File: src/rtl/fetch_unit.sv
// fetch_unit -- instruction-fetch stage: owns the PC, issues reads to a
// synchronous 1-cycle-latency program RAM, buffers the returned words in a
// small FIFO and presents them to decode over a valid/ready handshake.
// Taken branches/jumps flush the buffer and drop any read still in flight.
//
// Optional feature: define FETCH_PERF_EN to add saturating performance
// counters PerfFetchCnt (instructions handed to decode) and PerfStallCnt
// (cycles with nothing to present and no redirect).
//
// Ports:
//   Clk          clock, rising edge
//   Reset        asynchronous, active-high reset
//   MemRdEn      program RAM read strobe
//   MemAddr      program RAM word address (Pc[MEM_ADDR_BITS+1:2])
//   MemRdData    RAM read data, valid the cycle after MemRdEn
//   RedirectEn   taken branch/jump from execute
//   RedirectPc   redirect target, bits [1:0] forced to zero
//   InstrValid   buffer head valid
//   InstrReady   decode accepts the head
//   Instr        head instruction
//   InstrPc      PC of the head instruction
//   PerfFetchCnt / PerfStallCnt  (FETCH_PERF_EN only) performance counters
module fetch_unit #(
  parameter int PC_WIDTH      = 32,
  parameter int INSTR_WIDTH   = 32,
  parameter int MEM_ADDR_BITS = 9,
  parameter int FIFO_DEPTH    = 4,
  parameter logic [PC_WIDTH-1:0] RESET_PC = '0
) (
  input  logic                     Clk,
  input  logic                     Reset,
  output logic                     MemRdEn,
  output logic [MEM_ADDR_BITS-1:0] MemAddr,
  input  logic [INSTR_WIDTH-1:0]   MemRdData,
  input  logic                     RedirectEn,
  input  logic [PC_WIDTH-1:0]      RedirectPc,
  output logic                     InstrValid,
  input  logic                     InstrReady,
  output logic [INSTR_WIDTH-1:0]   Instr,
  output logic [PC_WIDTH-1:0]      InstrPc
`ifdef FETCH_PERF_EN
  ,
  output logic [31:0]              PerfFetchCnt,
  output logic [31:0]              PerfStallCnt
`endif
);

  localparam int PTR_W = $clog2(FIFO_DEPTH);
  localparam int CNT_W = $clog2(FIFO_DEPTH + 1);
  localparam logic [CNT_W:0]    DEPTH_C  = (CNT_W + 1)'(FIFO_DEPTH);
  localparam logic [PC_WIDTH-1:0] PC_STEP = PC_WIDTH'(4);
  localparam logic [PC_WIDTH-1:0] ALIGN_MASK = ~(PC_WIDTH'(3));

  logic [PC_WIDTH-1:0]    pc_r;
  logic [PC_WIDTH-1:0]    inflightPc_r;
  logic                   inflight_r;
  logic [CNT_W-1:0]       count_r;
  logic [PTR_W-1:0]       rdPtr_r;
  logic [PTR_W-1:0]       wrPtr_r;
  logic [INSTR_WIDTH-1:0] instrMem_r [FIFO_DEPTH];
  logic [PC_WIDTH-1:0]    pcMem_r    [FIFO_DEPTH];

  logic [CNT_W:0] credit_s;
  logic           issue_s;
  logic           push_s;
  logic           pop_s;

  // Issue/push/pop decisions and the combinational output views.
  always_comb begin
    // Buffered entries plus the read still in flight must leave room;
    // a pop in this same cycle is deliberately not credited.
    credit_s   = {1'b0, count_r} + {{CNT_W{1'b0}}, inflight_r};
    issue_s    = !RedirectEn && (credit_s < DEPTH_C);
    push_s     = inflight_r && !RedirectEn;
    InstrValid = (count_r != '0);
    pop_s      = InstrValid && InstrReady && !RedirectEn;
    // Reset gates the strobe so a held reset never reads the RAM.
    MemRdEn    = issue_s && !Reset;
    if (MemRdEn) begin
      MemAddr = pc_r[MEM_ADDR_BITS+1:2];
    end else begin
      MemAddr = '0;
    end
    if (InstrValid) begin
      Instr   = instrMem_r[rdPtr_r];
      InstrPc = pcMem_r[rdPtr_r];
    end else begin
      Instr   = '0;
      InstrPc = '0;
    end
  end

  // PC, in-flight tracking and instruction buffer state.
  always_ff @(posedge Clk or posedge Reset) begin
    if (Reset) begin
      pc_r         <= RESET_PC;
      inflightPc_r <= '0;
      inflight_r   <= 1'b0;
      count_r      <= '0;
      rdPtr_r      <= '0;
      wrPtr_r      <= '0;
      for (int i = 0; i < FIFO_DEPTH; i++) begin
        instrMem_r[i] <= '0;
        pcMem_r[i]    <= '0;
      end
    end else if (RedirectEn) begin
      // Flush wins over issue, push and pop alike.
      pc_r       <= RedirectPc & ALIGN_MASK;
      inflight_r <= 1'b0;
      count_r    <= '0;
      rdPtr_r    <= '0;
      wrPtr_r    <= '0;
    end else begin
      inflight_r <= issue_s;
      if (issue_s) begin
        pc_r         <= pc_r + PC_STEP;
        inflightPc_r <= pc_r;
      end else begin
        pc_r         <= pc_r;
        inflightPc_r <= inflightPc_r;
      end
      if (push_s) begin
        instrMem_r[wrPtr_r] <= MemRdData;
        pcMem_r[wrPtr_r]    <= inflightPc_r;
        wrPtr_r             <= wrPtr_r + PTR_W'(1);
      end else begin
        wrPtr_r <= wrPtr_r;
      end
      if (pop_s) begin
        rdPtr_r <= rdPtr_r + PTR_W'(1);
      end else begin
        rdPtr_r <= rdPtr_r;
      end
      case ({push_s, pop_s})
        2'b10:   count_r <= count_r + CNT_W'(1);
        2'b01:   count_r <= count_r - CNT_W'(1);
        default: count_r <= count_r;
      endcase
    end
  end

`ifdef FETCH_PERF_EN
  logic stall_s;

  // Stall qualifier: nothing to present and not being redirected.
  always_comb begin
    stall_s = !InstrValid && !RedirectEn;
  end

  // Saturating performance counters.
  always_ff @(posedge Clk or posedge Reset) begin
    if (Reset) begin
      PerfFetchCnt <= 32'd0;
      PerfStallCnt <= 32'd0;
    end else begin
      if (pop_s && (PerfFetchCnt != 32'hFFFF_FFFF)) begin
        PerfFetchCnt <= PerfFetchCnt + 32'd1;
      end else begin
        PerfFetchCnt <= PerfFetchCnt;
      end
      if (stall_s && (PerfStallCnt != 32'hFFFF_FFFF)) begin
        PerfStallCnt <= PerfStallCnt + 32'd1;
      end else begin
        PerfStallCnt <= PerfStallCnt;
      end
    end
  end
`endif

endmodule

File: config.mk
export PLATFORM = sky130hd
export DESIGN_NAME = fetch_unit
export DESIGN_NICKNAME = d
export VERILOG_FILES = /design/src/rtl/fetch_unit.sv
export SDC_FILE = /design/constraint.sdc
export NUM_CORES = 1
export LEC_CHECK = 0
export ABC_AREA = 1
export CAP_MARGIN = 25
export CORE_AREA = 2 2 166 233
export DETAILED_ROUTE_END_ITERATION = 12
export DIE_AREA = 0 0 168 235
export DONT_BUFFER_PORTS = 1
export PLACE_DENSITY_LB_ADDON = 0.3
export SLEW_MARGIN = 25
export SYNTH_ARGS = -nofsm -noshare
export SYNTH_HDL_FRONTEND = slang
export SYNTH_SLANG_ARGS = --single-unit
File: constraint.sdc
create_clock -name Clk -period 9.9 [get_ports Clk]
set_input_delay 1.485 -clock Clk [delete_from_list [all_inputs] [get_ports Clk]]
set_output_delay 1.485 -clock Clk [all_outputs]
set_load 0.02 [all_outputs]
# Word-level counts from Yosys, hierarchy flattened
# Index checks and enable logic that the tools add are counted.
# W data, S select, Z words.
word_totals:
  ff_bits: 328
  input_bits: 68
  output_inout_bits: 75
  elab_cells: 66
classes:
  add_sub_neg: 6
  magnitude_cmp: 4
  eq_ne: 2
  n_mux: 22
  bitwise: 3
  n_reduce_logical: 15
op_table:
  columns: ["op", "n"]
  rows:
  - ["$mux W32", 9]
  - ["$bwmux W128", 2]
  - ["$bmux W32 S2", 2]
  - ["$demux W32 S2", 1]
  - ["$add A32 B3 Y32 const B", 1]
  - ["$mux W9", 1]
  - ["$mux W2", 4]
  - ["$ge A3 B3 Y1 const B", 2]
  - ["$logic_and A1 B1 Y1", 6]
  - ["$not A2 Y3", 2]
  - ["$pmux W3 S2", 1]
  - ["$reduce_bool A2 Y1", 3]
  - ["$reduce_bool A3 Y1", 2]
  - ["$add A2 B1 Y2 const B", 2]
  - ["$add A3 B1 Y4", 1]
  - ["$lt A4 B3 Y1 const B", 1]
  - ["$reduce_and A2 Y1", 2]
  - ["$add A3 B1 Y3 const B", 1]
  - ["$lt A3 B1 Y1 const B", 1]
  - ["$mux W3", 1]
  - ["$sub A3 B1 Y3 const B", 1]
  - ["$eq A2 B1 Y1 const B", 1]
  - ["$eq A2 B2 Y1 const B", 1]
  - ["$logic_not A1 Y1", 2]
  - ["other kinds (2)", 2]

# Depth between registers and ports, before layout
# Gate-level depths: netlist of the first run.
logic_depth:
  word_depth: 6
  ltp_mapped: 9

# Least setup slack after synthesis of the first run
# OpenSTA, ideal clock, no wires.
synth_path:
  path_type: "input -> output"
  start: "input port RedirectEn"
  end: "output port MemAddr[0]"
  t_arrival_ns: 2.390
  path_slack_ns: 6.025
  stages: 4
  path_cell_list: "inv_2 -> nand3_2 -> buf_2 -> nor3_1"
synth_between:
  elab_chain_cells: 4
synth_lines:
  columns: ["item", "line_no", "rtl"]
  rows:
  - ["start: declaration", "35", "input logic RedirectEn,"]
  - ["$logic_not A1 Y1", "73", "issue_s = !RedirectEn && (credit_s < DEPTH_C);"]
  - ["$logic_and A1 B1 Y1", "73", null]
  - ["$logic_and A1 B1 Y1", "78", "MemRdEn = issue_s && !Reset;"]
  - ["$mux W9", "79", "if (MemRdEn) begin"]
  - ["end: declaration", "33", "output logic [MEM_ADDR_BITS-1:0] MemAddr,"]
# No other way between the ends.

# Worst setup path in the final report of the first run
layout_path:
  start: "register rdPtr_r[1]"
  end: "output port InstrPc[30]"
layout_between:
  elab_chain_cells: 5
layout_lines:
  columns: ["item", "line_no", "rtl"]
  rows:
  - ["start: declaration", "58", "logic [PTR_W-1:0] rdPtr_r;"]
  - ["start signal: assignment", "130", "rdPtr_r <= rdPtr_r + PTR_W'(1);"]
  - ["start signal: assignment", "132", "rdPtr_r <= rdPtr_r;"]
  - ["$not A2 Y3 (not written as such)", "86", "InstrPc = pcMem_r[rdPtr_r];"]
  - ["$bmux W32 S2", "86", null]
  - ["$mux W32 (not written as such) (2 in a row)", "86", null]
  - ["$mux W32", "84", "if (InstrValid) begin"]
  - ["end: declaration", "40", "output logic [PC_WIDTH-1:0] InstrPc"]
# No other way between the ends. The select of a mux whose other input is x is not followed.

==> results.sh, run 1 <==
export IMPL_startpoint_type="flip-flop"
export IMPL_finalHoldViolations=0
export IMPL_arrival_ns=3.44
export IMPL_htree_levels=2
export IMPL_cpMostUsedCell="buf_4"
export IMPL_worstSetupPathType="flip-flop to primary output"
export IMPL_ir_worst_vdd_mv=0.139
export IMPL_synth_seq_cells=316
export IMPL_clockBufferDepth=3
export IMPL_ios=143
export IMPL_antenna_found_initial=0
export IMPL_fin_ws_ns=4.98
export IMPL_synth_cell_types=35
export IMPL_die_height_um=235
export IMPL_clk_insertion_delay_late_ns=0.52
export IMPL_rows=84
export IMPL_drive_above_1_share_pct=6.35
export IMPL_grt_pass1_vias=11292
export IMPL_pwr_share_comb_pct=32.0
export IMPL_ys_seq_area_share_pct=53.5
export IMPL_synth_ff_type="dfrtp_1"
export IMPL_synth_avg_cell_area_um2=8.14
export IMPL_drt_total_wl_um=37500
export IMPL_seqPwrFrac_pct=41.7
export IMPL_p_clk_share_pct=26.4
export IMPL_setup_tns_ns=0
export IMPL_finalMaxSlewViolations=0
export IMPL_numClockSinks=316
export IMPL_crit_family="buffers and inverters"
export IMPL_p_int_mw=3.12
export IMPL_antenna_cells=0
export IMPL_cts_hold_buffers=0
export IMPL_gr_total_overflow=0
export IMPL_critical_path_max_stage_delay_ns=0.71
export IMPL_grt_start_max_net_pins=156
export IMPL_synth_area_leaders="dfrtp_1 53%, o21ai_0 10%, nand2_1 9.4%"
export IMPL_yosys_top_cells_count="372 x nand2_1, 316 x dfrtp_1, 297 x nor2_1"
export IMPL_yosysMostFrequentCell="nand2_1"
export IMPL_setup_worst_path_end_class="primary output"
export IMPL_fin_crit_sh_pct=49.7
export IMPL_cts_root_buf="clkbuf_16"
export IMPL_post_place_ws_ns=5.09
export IMPL_max_slew_margin_rel_pct=33.1
export IMPL_ys_warn_count=0
export IMPL_initial_core_util_pct=39.6
export IMPL_synth_top_area_share_pct=53.5
export IMPL_cts_tree="yes"
export IMPL_cp_num_buf_inv=3
export IMPL_ant_nets=0
export IMPL_synth_edf_count=0
export IMPL_hpwl_um=22200
export IMPL_gp_congestion=0.838
export IMPL_cts_resized=0
export IMPL_maxCapViolCount=0
export IMPL_powerDensity_nw_per_um2=317
export IMPL_wl_per_cell_um=16.6
export IMPL_max_freq_mhz=203
export IMPL_final_cells=2252
export IMPL_clkTransAtPathRegs_ns=0.06
export IMPL_dp_cells=2188
export IMPL_ys_async_sr_fraction_pct=100
export IMPL_synth_top_area_cell="dfrtp_1"
export IMPL_core_um2=37300
export IMPL_syn_area_um2=14800
export IMPL_port_buffers=0
export IMPL_dieWidth_um=168
export IMPL_worst_slew_pin_slew_ns=1.00
export IMPL_num_vias=11693
export IMPL_swShare_pct=38.9
export IMPL_p_switching_mw=1.99
export IMPL_post_cts_buffers=0
export IMPL_p_leak_nw=7.43
export IMPL_rsz0062_at_grt="false"
export IMPL_die_area_um2=39500
export IMPL_drt_initial_drc_count=871
export IMPL_min_path_type="flip-flop to flip-flop"
export IMPL_crit_chain="buf_4 > inv_2 > buf_4 > nor2_1 > o21ai_0 > a21oi_1"
export IMPL_drt_pass1_iter_count=5
export IMPL_layout_min_cycle_time_ns=4.92
export IMPL_holdWs_ns=0.479
export IMPL_setup_viol=0
export IMPL_drc=0
export IMPL_nNetsFinal=1827
export IMPL_netlist_instances=1816
export IMPL_area_growth_pct=8.74
export IMPL_critPathMaxFanout=63
export IMPL_crit_required_ns=8.42
export IMPL_status="finished, final reports clean"
export IMPL_grt_use_total_pct=19.2
export IMPL_numCtsBuffers=34
export IMPL_skew_ns=0.0128
export IMPL_viasPerCell=5.19
export IMPL_grt_first_pass_wirelength_um=61300
export IMPL_finalPower_mw=5.11
export IMPL_slowest_stage="buf_4"
[power by group through the flow]
stage	Combinational, mW	Clock [mW]	Sequential, mW
finish	1.63	1.35	2.13
global route	1.88	1.44	2.19
CTS	1.66	1.39	2.12
detailed placement	1.65	0	2.14
global placement	1.61	0	2.12
floorplan	1.34	0	2.05
[kinds of logic (layout without fill, tap and decap cells)]
| group | count (synthesis) | after routing | synth area share, % |
|---|---|---|---|
| AOI/OAI and AO/OA | 505 | 505 | 17.4 |
| xor gates and xnor gates | 10 | 10 | 0.592 |
| adders and majority gates | 6 | 6 | 0.558 |
| buffers and inverters | 229 | 191 | 7.39 |
| DFF | 316 | 316 | 53.5 |
| other | 1 | 2 | 0.0254 |
| and+or+nand+nor | 749 | 749 | 20.6 |
[per-layer routing]
metal | vias to the layer above | GRT usage [%] | routed length [um]
li1 | 5763 | - | -
met1 | 5615 | 25.7 | 17200
met2 | 266 | 31.8 | 17700
met3 | 49 | 3.22 | 1700
met4 | 0 | 5.98 | 862
met5 | - | 0 | 0
[final timing paths]
kind / start / to / slack [ns] / cells past startpoint
setup reg to reg: rdPtr_r[0] / rdPtr_r[0] / 7.43 / 3
max in group asynchronous: Reset / instrMem_r[105] / 7.88 / 4
min in group asynchronous: Reset / pcMem_r[12] / 0.81 / 1
hold / removal: instrMem_r[94] / instrMem_r[94] / 0.48 / 2
setup / recovery: rdPtr_r[1] / InstrPc[30] / 4.98 / 6
hold reg to reg: instrMem_r[94] / instrMem_r[94] / 0.48 / 2
[layout by cell type (no fill, tap or decap), drive strengths merged, types with 10 or more instances in the layout]
cell type and n:
nor2 308, nor3 10, nand3 34, clkinv 13, nand2 383, o21ai 415
buf 15, inv 112, clkbuf 46, nand4 12, dfrtp 316, xor2 10
a21oi 76
[per-stage QoR]
stage	util, %	cell area, um2
after global placement	39.8	14800
final	43.1	16100
after CTS	43.0	16000
after floorplan	-	14800
after global routing	43.1	16100
after detailed placement	39.8	14800
[flip-flops by register name, summed over array words and instances (netlist names)]
name          flops
pcMem_r         120
inflight_r        1
instrMem_r      128
inflightPc_r     30
wrPtr_r           2
pc_r             30
count_r           3
rdPtr_r           2
[worst reg2reg max path, stage by stage, from the launching register on]
cell and delay, ns:
dfrtp_4 0.79, clkinv_2 0.73, buf_4 0.60, a21oi_1 0.26
[cell type report]
| cell class | instances | area [um2] |
|---|---|---|
| clock buffers | 46 | 1010 |
| fillers | 3784 | 21200 |
| flip-flops and latches | 316 | 7910 |
| multi-input cells | 1272 | 5790 |
| inverters | 114 | 433 |
| repair buffers | 15 | 150 |
| well taps | 473 | 592 |
| clock inverters | 16 | 191 |
(Power assumes the default switching activity.)
==> run 2, diff against run 1 <==
==> constraint.sdc (replaced) <==
create_clock -name Clk -period 5 [get_ports Clk]
set_input_delay 0.75 -clock Clk [delete_from_list [all_inputs] [get_ports Clk]]
set_output_delay 0.75 -clock Clk [all_outputs]
set_load 0.02 [all_outputs]
==> run 2 against run 1 <==
Compared with the run above:
- global-route usage decreased by 0.24 points
- cell area decreased by 1.2%
- highest routed layer unchanged
- hold slack got worse by 0.17 ns
- count of clock-buffer cells in the layout decreased by 5
- sequential share of layout area increased by 0.58 points
- register-to-register slack got worse by 4.7 ns
- combinational power increased by 100%
- first-iteration DRC count decreased by 3.3%
- largest power group unchanged
- setup slack got worse by 4.0 ns
==> results.sh, run 2 (synthesis results as in run 1) <==
export IMPL_status="finished, final reports clean"
export IMPL_p_int_mw=5.90
export IMPL_final_common_cell="nand2_1"
export IMPL_p_leak_nw=7.32
export IMPL_gr_total_overflow=0
export IMPL_skew_ns=0.0175
export IMPL_clockBufferDepth=3
export IMPL_fin_ws_ns=0.961
export IMPL_rsz0062_at_grt="false"
export IMPL_ir_worst_vdd_mv=0.288
export IMPL_max_slew_margin_rel_pct=35.6
export IMPL_cts_root_buf="clkbuf_16"
export IMPL_core_um2=37300
export IMPL_cts_tree="yes"
export IMPL_htree_levels=1
export IMPL_cts_resized=0
export IMPL_crit_required_ns=4.25
export IMPL_setup_worst_path_end_class="primary output"
export IMPL_gp_congestion=0.800
export IMPL_initial_core_util_pct=39.6
export IMPL_drc=0
export IMPL_grt_start_max_net_pins=141
export IMPL_startpoint_type="flip-flop"
export IMPL_drive_above_1_share_pct=5.76
export IMPL_post_place_ws_ns=1.58
export IMPL_drt_total_wl_um=37600
export IMPL_largest_reg_flops=128
export IMPL_finalMaxSlewViolations=0
export IMPL_num_vias=11728
export IMPL_viasPerCell=5.23
export IMPL_worst_slew_pin_slew_ns=0.965
export IMPL_holdWs_ns=0.304
export IMPL_layout_min_cycle_time_ns=4.04
export IMPL_seqPwrFrac_pct=42.6
export IMPL_pwr_share_comb_pct=33.4
export IMPL_reg_top3="instrMem_r (128), pcMem_r (120)"
export IMPL_grt_use_total_pct=18.9
export IMPL_clkTransAtPathRegs_ns=0.06
export IMPL_drt_pass1_iter_count=5
export IMPL_ios=143
export IMPL_critPathMaxFanout=43
export IMPL_numCtsBuffers=31
export IMPL_finalHoldViolations=0
export IMPL_area_growth_pct=7.48
export IMPL_final_util_pct=42.6
export IMPL_antenna_cells=0
export IMPL_swShare_pct=39.8
export IMPL_numClockSinks=316
export IMPL_hpwl_um=22300
export IMPL_ant_nets=0
export IMPL_min_path_type="input port to flip-flop"
export IMPL_grt_pass1_vias=11220
export IMPL_final_cell_mix="372 x nand2_1, 314 x dfrtp_1, 297 x nor2_1, 295 x o21ai_0, 120 x o21ai_1"
export IMPL_clk_insertion_delay_late_ns=0.58
export IMPL_die_area_um2=39500
export IMPL_p_clk_share_pct=24.0
export IMPL_wl_per_cell_um=16.8
export IMPL_grt_first_pass_wirelength_um=60700
export IMPL_worstSetupPathType="flip-flop to primary output"
export IMPL_die_height_um=235
export IMPL_placed_area_um2=14900
export IMPL_max_freq_mhz=248
export IMPL_maxCapViolCount=0
export IMPL_regMostFlops="instrMem_r"
export IMPL_fin_crit_sh_pct=80.8
export IMPL_stdcell_area_um2=15900
export IMPL_arrival_ns=3.29
export IMPL_drt_initial_drc_count=842
export IMPL_dieWidth_um=168
export IMPL_powerDensity_nw_per_um2=617
export IMPL_setup_viol=0
export IMPL_rows=84
export IMPL_nNetsFinal=1825
export IMPL_p_switching_mw=3.91
export IMPL_antenna_found_initial=0
export IMPL_port_buffers=0
run 2: cell types whose count changed in the layout (fill, tap and decap cells not counted):
| cell | before | now |
|---|---|---|
| clkbuf_8 | 5 | 4 |
| dlygate4sd3_1 | 0 | 1 |
| clkinv_2 | 10 | 7 |
| clkinvlp_4 | 1 | 3 |
| bufinv_16 | 4 | 3 |
| inv_2 | 8 | 7 |
| inv_8 | 0 | 1 |
| clkbuf_16 | 37 | 31 |
| clkbuf_1 | 4 | 6 |
| clkinv_4 | 3 | 0 |
| inv_6 | 0 | 1 |
run 2: layout make-up:
cell class,count,area [um2]
Multi-Input combinational cell,1272,5790
Sequential cell,316,7910
Clock buffer,41,853
Inverter,114,434
Clock inverter,12,150
Timing Repair Buffer,16,160
Tap cell,473,592
Fill cell,3768,21400
run 2: routing by layer:
| layer | global-route usage [%] | wire length [um] | vias to the layer above |
|---|---|---|---|
| li1 | - | - | 5756 |
| met2 | 32.2 | 18200 | 311 |
| met5 | 0 | 0 | - |
| met1 | 25.3 | 16700 | 5619 |
| met4 | 4.74 | 629 | 0 |
| met3 | 2.98 | 2100 | 42 |
run 2: path summary, 6_finish.rpt:
check | start | end | slack [ns] | cells past startpoint
worst max-delay path | count_r[1] | InstrPc[29] | 0.96 | 5
worst min-delay path | RedirectEn | pc_r[13] | 0.30 | 2
worst max register to register | wrPtr_r[1] | pcMem_r[80] | 2.71 | 5
worst min register to register | instrMem_r[27] | instrMem_r[27] | 0.48 | 2
max in group asynchronous | Reset | instrMem_r[12] | 3.06 | 4
min in group asynchronous | Reset | pc_r[6] | 0.66 | 2
run 2: through the flow:
| stage | total power [mW] | setup TNS (ns) | std cells |
|---|---|---|---|
| global route | 10.6 | 0 | 2244 |
| CTS | 9.91 | 0 | 2242 |
| detailed placement | 7.52 | 0 | 2189 |
| finish | 9.81 | 0 | 2244 |
| global placement | 7.38 | 0 | 2189 |
| floorplan | 6.73 | -43.01 | 1817 |
run 2: timing repair:
action,CTS,global route
buffers inserted,0,0
hold buffers,0,1
endpoints found under the hold margin,0,1
run 2: critical path, stage by stage (launching register included):
cell	delay, ns
dfrtp_1	0.41
inv_1	0.07
nand3_1	0.35
clkinv_2	0.79
buf_4	0.52
a21oi_1	0.56
run 2: power groups by stage:
stage               Sequential (mW)  Combinational, mW  Clock [mW]
floorplan                      4.07               2.66           0
global placement               4.16               3.22           0
detailed placement             4.21               3.31           0
CTS                            4.17               3.32        2.42
global route                   4.31               3.74        2.52
finish                         4.18               3.28        2.35
==> run 3, diff against run 2 <==
==> constraint.sdc (replaced) <==
create_clock -name Clk -period 3.7 [get_ports Clk]
set_input_delay 0.555 -clock Clk [delete_from_list [all_inputs] [get_ports Clk]]
set_output_delay 0.555 -clock Clk [all_outputs]
set_load 0.02 [all_outputs]
==> run 3 against run 2 <==
Compared with the run above:
- clock power increased by 49%
- sequential share of layout area down 0.62 points
- global-route usage rose by 0.25 points
- core utilization up 0.53 points
- largest cell class unchanged
- largest power group unchanged
- highest routed layer unchanged
==> results.sh, run 3 (synthesis results as in run 1) <==
export IMPL_status="finished, final reports clean"
export IMPL_numClockSinks=316
export IMPL_ant_nets=0
export IMPL_worstSetupPathType="flip-flop to primary output"
export IMPL_area_growth_pct=8.82
export IMPL_post_cts_buffers=0
export IMPL_drt_initial_drc_count=929
export IMPL_routed_top_layer="met4"
export IMPL_gp_congestion=0.803
export IMPL_whs_path_depth=2
export IMPL_viasPerCell=5.20
export IMPL_antenna_cells=0
export IMPL_setup_viol=0
export IMPL_skew_ns=0.0134
export IMPL_max_freq_mhz=305
export IMPL_core_um2=37300
export IMPL_placed_area_um2=14900
export IMPL_rsz0062_at_grt="false"
export IMPL_grt_first_pass_wirelength_um=61200
export IMPL_r2r_setup_slack_ns=1.49
export IMPL_clkTransAtPathRegs_ns=0.06
export IMPL_wirelength_met1_um=16200
export IMPL_num_vias=11711
export IMPL_max_slew_margin_rel_pct=39.6
export IMPL_die_height_um=235
export IMPL_finalMaxSlewViolations=0
export IMPL_htree_levels=2
export IMPL_holdWs_ns=0.170
export IMPL_ios=143
export IMPL_cts_tree="yes"
export IMPL_critical_path_max_stage_delay_ns=0.72
export IMPL_final_util_pct=43.1
export IMPL_min_path_type="input port to flip-flop"
export IMPL_final_common_cell="nand2_1"
export IMPL_initial_core_util_pct=39.6
export IMPL_ir_worst_vdd_mv=0.275
export IMPL_cp_num_buf_inv=2
export IMPL_drt_total_wl_um=37600
export IMPL_min_to="pc_r[12]"
export IMPL_grt_use_total_pct=19.2
export IMPL_numCtsBuffers=34
export IMPL_wl_met2_um=18500
export IMPL_drc=0
export IMPL_grt_start_max_net_pins=160
export IMPL_cts_root_buf="clkbuf_16"
export IMPL_rows=84
export IMPL_nNetsFinal=1831
export IMPL_setup_tns_ns=0
export IMPL_layout_min_cycle_time_ns=3.28
export IMPL_fin_ws_ns=0.417
export IMPL_crit_chain="clkinv_2 > buf_4 > o21ai_0 > a21oi_1"
export IMPL_clk_insertion_delay_late_ns=0.52
export IMPL_gr_total_overflow=0
export IMPL_hpwl_um=22600
export IMPL_post_place_ws_ns=0.973
export IMPL_powerDensity_nw_per_um2=846
export IMPL_crit_required_ns=3.14
export IMPL_r2r_start="count_r[2]"
export IMPL_slowest_stage="dfrtp_4"
export IMPL_arrival_ns=2.73
export IMPL_critPathMaxFanout=70
export IMPL_stdcell_area_um2=16100
export IMPL_setup_worst_path_end_class="primary output"
export IMPL_port_buffers=0
export IMPL_final_cells=2251
export IMPL_p_leak_nw=7.40
export IMPL_wl_per_cell_um=16.7
export IMPL_r2r_cells=9
export IMPL_largest_reg_flops=128
export IMPL_finalHoldViolations=0
export IMPL_worst_slew_pin_slew_ns=0.906
export IMPL_regMostFlops="instrMem_r"
export IMPL_drt_pass1_iter_count=5
export IMPL_crit_family="compound AO/OA/AOI/OAI gates"
export IMPL_wl_met3_um=2020
export IMPL_fin_crit_sh_pct=88.7
export IMPL_grt_pass1_vias=11390
export IMPL_hp_start="RedirectEn"
export IMPL_clockBufferDepth=3
export IMPL_final_cell_mix="372 x nand2_1, 314 x dfrtp_1, 297 x nor2_1, 295 x o21ai_0, 120 x o21ai_1"
export IMPL_maxCapViolCount=0
export IMPL_finalPower_mw=13.6
export IMPL_antenna_found_initial=0
export IMPL_die_area_um2=39500
export IMPL_reg_top3="instrMem_r (128), pcMem_r (120)"
export IMPL_dp_cells=2193
export IMPL_startpoint_type="flip-flop"
export IMPL_dieWidth_um=168
export IMPL_drive_above_1_share_pct=6.07
export IMPL_rr_endpoint="count_r[2]"
[run 3: what timing repair did]
action                                  4_1_cts  5_1_grt
hold buffers                                  1        0
resized for setup                             0        0
endpoints found under the hold margin        16        0
endpoints found under the setup margin        0        0
[run 3: layout make-up]
cell class                      instances  area, um2
Clock buffer                           51       1050
Clock inverter                          6        111
Fill cell                            3748      21200
Inverter                              114        433
Multi-Input combinational cell       1272       5800
Sequential cell                       316       7910
Tap cell                              473        592
Timing Repair Buffer                   19        195
[run 3: worst max path at each step]
stage                        endpoint  cells after the start  startpoint  slack, ns
after floorplan            count_r[0]                      2       Reset      -1.24
after global placement    InstrPc[22]                      4  rdPtr_r[0]       0.99
after detailed placement  InstrPc[22]                      4  rdPtr_r[0]       0.97
after CTS                 InstrPc[22]                      4  rdPtr_r[0]       0.38
after global routing      InstrPc[22]                      4  rdPtr_r[0]       0.24
final                     InstrPc[22]                      4  rdPtr_r[0]       0.42
[run 3: worst register-to-register path, stage by stage, from the launching register on]
cell and delay [ns]:
dfrtp_1 0.40, inv_2 0.10, nand3_1 0.35, nand2_1 0.29
nor2_2 0.07, fa_1 0.37, xor2_1 0.18, xor2_1 0.16
nand3_1 0.06, o21ai_0 0.09
[run 3: where the power goes]
part	switching [mW]	internal [mW]	leakage, nW	total, mW
clock network	1.35	2.16	0.565	3.51
logic	3.10	1.30	2.79	4.40
registers	0.819	4.88	4.05	5.70
total	5.27	8.35	7.40	13.6
[run 3: metal layers]
layer | GRT usage (%) | vias to the layer above
li1 | - | 5761
met1 | 24.2 | 5609
met2 | 33.3 | 282
met3 | 3.71 | 59
met4 | 5.82 | 0
met5 | 0 | -
